==> src/rtl/relu_backward_mask.sv <==
// ReLU backward mask: records one derivative bit per forward pre-activation in a small FIFO
// and gates each backprop gradient with the oldest bit. Option: RELU_BWD_SAT_MASK_EN.
module relu_backward_mask #(
    parameter int dataWidth      = 16,
    parameter int weightIntWidth = 1,
    parameter int DEPTH          = 8
) (
    input  logic                       clk,
    input  logic                       rst_n,
    input  logic                       clear,
    input  logic                       fwd_valid,
    output logic                       fwd_ready,
    input  logic [2*dataWidth-1:0]     fwd_x,
    input  logic                       grad_valid,
    output logic                       grad_ready,
    input  logic [dataWidth-1:0]       grad_in,
    output logic                       gout_valid,
    input  logic                       gout_ready,
    output logic [dataWidth-1:0]       grad_out,
    output logic [$clog2(DEPTH):0]     count,
    output logic                       overflow
);

    localparam int AW = $clog2(DEPTH);
    localparam int XW = 2 * dataWidth;
    localparam int SW = weightIntWidth + 8;
    localparam logic [AW:0] FULL_COUNT = (AW + 1)'(DEPTH);

    logic [DEPTH-1:0] mask_mem;
    logic [AW-1:0]    wr_ptr;
    logic [AW-1:0]    rd_ptr;
    logic             full;
    logic             empty;
    logic             push;
    logic             pop;
    logic             pos;
    logic             mask_bit;

    // Handshakes: a transfer happens on a rising edge where valid && ready are both high;
    // ready depends only on registered state (and gout_ready), never on the same-side valid.
    assign full       = (count == FULL_COUNT);
    assign empty      = (count == '0);
    assign fwd_ready  = !full;
    assign grad_ready = !empty && (!gout_valid || gout_ready);
    assign push       = fwd_valid && fwd_ready;
    assign pop        = grad_valid && grad_ready;

    assign pos = ($signed(fwd_x) >= 0);

`ifdef RELU_BWD_SAT_MASK_EN
    // Saturated forward outputs are flat, so their derivative is zero.
    logic sat;
    assign sat      = |fwd_x[XW-1 -: SW];
    assign mask_bit = pos && !sat;
`else
    assign mask_bit = pos;
`endif

    always_ff @(posedge clk or negedge rst_n) begin
        if (!rst_n) begin
            mask_mem   <= '0;
            wr_ptr     <= '0;
            rd_ptr     <= '0;
            count      <= '0;
            gout_valid <= 1'b0;
            grad_out   <= '0;
            overflow   <= 1'b0;
        end else if (clear) begin
            wr_ptr     <= '0;
            rd_ptr     <= '0;
            count      <= '0;
            gout_valid <= 1'b0;
            grad_out   <= '0;
            overflow   <= 1'b0;
        end else begin
            if (push) begin
                mask_mem[wr_ptr] <= mask_bit;
                wr_ptr           <= wr_ptr + AW'(1);
            end
            // A new pop refills the output stage; otherwise a completed handshake empties it.
            if (pop) begin
                rd_ptr     <= rd_ptr + AW'(1);
                grad_out   <= mask_mem[rd_ptr] ? grad_in : '0;
                gout_valid <= 1'b1;
            end else if (gout_ready) begin
                gout_valid <= 1'b0;
            end
            if (fwd_valid && full) begin
                overflow <= 1'b1;
            end
            case ({push, pop})
                2'b10:   count <= count + (AW + 1)'(1);
                2'b01:   count <= count - (AW + 1)'(1);
                default: count <= count;
            endcase
        end
    end

endmodule

==> config.mk <==
export PLATFORM = sky130hd
export DESIGN_NAME = relu_backward_mask
export DESIGN_NICKNAME = d
export VERILOG_FILES = /design/src/rtl/relu_backward_mask.sv
export SDC_FILE = /design/constraint.sdc
export NUM_CORES = 1
export LEC_CHECK = 0
export CAP_MARGIN = 20
export CORE_UTILIZATION = 45
export CTS_CLUSTER_DIAMETER = 60
export DETAILED_ROUTE_END_ITERATION = 8
export PLACE_DENSITY = 0.85
export SYNTH_ARGS = -nofsm -noshare
export SYNTH_HDL_FRONTEND = slang
export SYNTH_SLANG_ARGS = --single-unit
==> constraint.sdc <==
create_clock -name clk -period 5.92 [get_ports clk]
set_clock_uncertainty 0.15 [all_clocks]
set_input_delay 0.888 -clock clk [delete_from_list [all_inputs] [get_ports clk]]
set_output_delay 0.888 -clock clk [all_outputs]
set_load 0.05 [all_outputs]
# Word level (Yosys, flattened, before mapping)

Index checks and enable logic that the tools add are counted.

Add/subtract/negate cells: 4
Equal/unequal tests: 3
Reductions and logical operators: 16
$lt $le $gt $ge: 4
Mux-type cells: 19
Bitwise operators: 1

Operators by type and width:

| operator                                             | number |
|---|---|
| two-way mux 16 bit                                   | 3 |
| >= comparator 32 x 1 -> 1 bit, second input constant | 1 |
| two-way mux 3 bit                                    | 4 |
| bitwise mux 8 bit                                    | 1 |
| < comparator 3 x 4 -> 1 bit, second input constant   | 2 |
| case mux 4 bit (2 select lines)                      | 1 |
| two-way mux 1 bit                                    | 7 |
| adder 3 x 1 -> 3 bit, second input constant          | 2 |
| nonzero test 2 bit                                   | 3 |
| nonzero test 3 bit                                   | 2 |
| logical AND 1 bit                                    | 5 |
| adder 4 x 1 -> 4 bit, second input constant          | 1 |
| equality test 4 bit, second input constant           | 1 |
| zero test 4 bit                                      | 1 |
| two-way mux 4 bit                                    | 1 |
| subtractor 4 x 1 -> 4 bit, second input constant     | 1 |
| binary-select mux 1 bit (select 3 bit)               | 1 |
| demux 1 bit (select 3 bit)                           | 1 |
| >= comparator 3 x 1 -> 1 bit, second input constant  | 1 |
| zero test 1 bit                                      | 3 |
| equality test 2 x 1 -> 1 bit, second input constant  | 1 |
| equality test 2 bit, second input constant           | 1 |
| AND reduction 2 bit                                  | 1 |
| logical OR 1 bit                                     | 1 |
| inverter 1 bit                                       | 1 |

Register bits: 36
Input port bits: 54
Output and inout port bits: 24

# Depth between registers and ports, before layout

Word-level depth: 7
Depth in mapped cells: 10
Gate-level depth less buffers: 9

# Worst setup path after synthesis

No wires, ideal clock.

Path type: register to register
From: register count[1]
To: register count[3]
Data arrival time: 2.845 ns
Setup time: 0.077 ns
Cell stages (with the launch flop): 11
Data required time: 5.693 ns
Path buffers: 1
Slack: 2.847 ns
Clock period less this slack: 3.073 ns
Cell sequence: dfrtp_1 -> buf_6 -> or3_4 -> o211ai_4 -> nor2_1 -> ha_1 -> a31oi_1 -> inv_1 -> or4_1 -> a32o_1 -> a21oi_1

Longest elaborated chain between the ends: 7
Elaborated cells between the ends (all ways): 14
Those cells by class: 2 x add/sub; 3 x eq/ne; 2 x mux; 7 x reduce/logical

Ends and longest elaborated chain:

| item                                                                       | RTL line | text |
|---|---|---|
| start, declared                                                            | 20       | `output logic [$clog2(DEPTH):0] count,` |
| start signal, assigned                                                     | 92       | `2'b10: count <= count + (AW + 1)'(1);` |
| start signal, assigned                                                     | 93       | `2'b01: count <= count - (AW + 1)'(1);` |
| start signal, assigned                                                     | 94       | `default: count <= count;` |
| zero test 4 bit                                                            | 42       | `assign empty = (count == '0);` |
| zero test 1 bit                                                            | 44       | `assign grad_ready = !empty && (!gout_valid \|\| gout_ready);` |
| logical AND 1 bit                                                          | 44       |  |
| logical AND 1 bit                                                          | 46       | `assign pop = grad_valid && grad_ready;` |
| equality test 2 x 1 -> 1 bit / equality test 2 bit (equally long branches) | 91       | `case ({push, pop})` |
| case mux 4 bit (2 select lines)                                            | 91       |  |
| two-way mux 4 bit                                                          | 68       | `end else if (clear) begin` |

Parallel ways exist; a longest one is shown, timed or not.
A chain may end at the register's enable or synchronous reset.

# Worst setup path after layout

From: input port gout_ready
To: output port grad_ready

Longest elaborated chain between the ends: 2

Ends and longest elaborated chain:

| item              | RTL line | text |
|---|---|---|
| start, declared   | 18       | `input logic gout_ready,` |
| logical OR 1 bit  | 44       |  |
| logical AND 1 bit | 44       |  |
| end, declared     | 15       | `output logic grad_ready,` |

Every way passes these cells.

==> impl_metrics.tcl <==
set metrics [dict create \
    synth_common_cells "dfrtp_1 (36), a22o_2 (16), nand2_1 (12), nor2_1 (12), a31oi_1 (7)" \
    yosys_register_bits 36 \
    clkTransAtPathRegs_ns 0.07 \
    critical_path_class "in2out" \
    synth_nets 206 \
    worstPathMaxFanout 6 \
    clock_sinks 36 \
    yosys_warnings 0 \
    placed_area_sq_um 2205 \
    die_height_microns 64.26 \
    synth_area_leader_cell "dfrtp_1" \
    required_ns 4.88 \
    rr_worst_depth 9 \
    first_pass_iters 4 \
    period_needed_ns 3.645 \
    drv_slew 0 \
    r2r-end "count[3]" \
    portBuffers 46 \
    startpoint "gout_ready" \
    max-vdd-ir-drop_mv 0.2664 \
    drt-total-wl_microns 3496 \
    fin_nets 251 \
    fp.coreArea_sq_um 3689 \
    finalHoldViolations 0 \
    r2r_slack_ns 2.90 \
    worstPathArrival_ns 2.61 \
    routed_via_density 5.455 \
    grt-ovfl-total 0 \
    grt_pass1_wl_microns 5878 \
    worstSkewPairLatency_ns 0.28 \
    power_density_nw_per_um2 479.8 \
    ios 78 \
    period_share 0.6158 \
    setup_violations 0 \
    cts_inserted_buffers 5 \
    max_cap_violations 0 \
    dp_worst_setup_slack_ns 2.251 \
    vias 1320 \
    grt_pass1_vias 1273 \
    max_freq_mhz 274.3 \
    die_area_sq_um 4129 \
    synth_edf_count 0 \
    n_antenna_cell 0 \
    slew_headroom 0.3674 \
    post_cts_buffers 0 \
    area_delta_synth_final_pct 31.42 \
    synth_most_common_cell "dfrtp_1" \
    rows 22 \
    hpwlAfterDp_microns 2576 \
    critPathCapture "grad_ready" \
    drt_iter0_markers 74 \
    rsz0062_at_grt "false" \
    synth_area_leaders "dfrtp_1 (52%), a22o_2 (9.2%), xnor2_1 (3.0%)" \
    drive_above_1_share 0.1701 \
    ctsLongestPathBuffers 2 \
    clk_root_buffer_cell "clkbuf_8" \
    setup_tns_ns 0 \
    tightest_slew_ns 0.9437 \
    ys_seq_area_frac 0.5165 \
    stdcell_count 242 \
    reg2reg_from "count[1]" \
    synth.distinct_cells 35 \
    antenna_found_initial 0 \
    leakage_nw 0.9981 \
    hp-class "reg2reg" \
    ys.flop_type "dfrtp_1" \
    netlist_area_sq_um 1744 \
    synth_top_area_share 0.5165 \
    cts_tree "yes" \
    initial_utilization 0.4729 \
    htreeDepth 2 \
    drcViolationCount 0 \
    drt.antenna.violating_nets 0 \
    postLayoutSetupSlackWorst_ns 2.275 \
    status "completed" \
    die_x_microns 64.26 \
    cts_resized 0 \
    post-route-cell-area_sq_um 2292 \
    wl_per_cell_microns 14.45 \
    end_kind "output pin" \
    crit_path_start_kind "input pin" \
    avgSynthCellArea_sq_um 11.78 \
    grt_max_degree 37 \
    holdBufCountCts 0 \
    whs_path_depth 2 \
    final_util 0.6214 \
    track_usage 0.1830 \
    async_flop_share 1.000 \
    dp.cells 234 \
    synth_cells 148 \
    gp_congestion 0.7684 \
]
==> cell families (layout without fill, tap and decap cells) <==
kind of cell               after synthesis  after routing  synth area share
DFF                                     36             36            0.5165
xor gates and xnor gates                 9              9           0.04950
and+or+nand+nor                         35             35           0.09756
muxes                                    6              6           0.04878
AOI/OAI and AO/OA                       44             44            0.2095
buffers and inverters                   14             60           0.04950
adders and majority gates                4              4           0.02870
==> metrics by stage <==
step	power, mW	hold slack (ns)
global placement	0.9199	0.3336
finish	1.100	0.3539
detailed placement	0.9409	0.3402
CTS	1.110	0.3590
floorplan	0.7926	0.3103
global route	1.165	0.3843
==> report_power, final <==
part / internal, mW / switching (mW) / total [mW]
combinational: 0.227 / 0.335 / 0.562
sequential: 0.309 / 0.0640 / 0.373
clock: 0.0818 / 0.0832 / 0.165
==> per-layer routing <==
layer  GRT usage  vias up  wire, microns
met5           0        -              0
met3     0.05536        4            207
li1            -      636              -
met2      0.3145       43           1753
met4     0.03333        0             21
met1      0.2279      637           1514
==> worst max-delay path: stages <==
cell and delay [ns]:
clkdlybuf4s50_1 0.44, nand2b_1 0.29, o21a_1 0.17, clkdlybuf4s50_1 0.80
==> flip-flops by register name, summed over array words and instances (netlist names) <==
name / flops
mask_mem: 8
grad_out: 16
wr_ptr: 3
count: 4
rd_ptr: 3
overflow: 1
gout_valid: 1
==> how the worst min path moves through the flow <==
stage	from	to	slack [ns]
after detailed placement	grad_out[11]	grad_out[11]	0.34
after CTS	grad_out[11]	grad_out[11]	0.36
after global routing	grad_out[1]	grad_out[1]	0.38
final	overflow	overflow	0.35
after global placement	overflow	overflow	0.33
after floorplan	mask_mem[1]	mask_mem[1]	0.31
==> layout make-up <==
cell class / count / area, sq um
Sequential cell: 36 / 900.9
Multi-Input combinational cell: 98 / 757.0
Timing Repair Buffer: 47 / 467.9
Tap cell: 48 / 60.06
Fill cell: 302 / 1396
Clock inverter: 3 / 18.77
Clock buffer: 5 / 68.82
Inverter: 5 / 18.77
==> layout by cell type (no fill, tap or decap), types with 5 or more instances in the layout <==
cell	instances
clkdlybuf4s50_1	46
dfrtp_1	36
a22o_2	16
nor2_1	12
nand2_1	12
a31oi_1	7
xnor2_1	6
inv_1	5
clkbuf_8	5
Power figures use the tool's default switching activity.
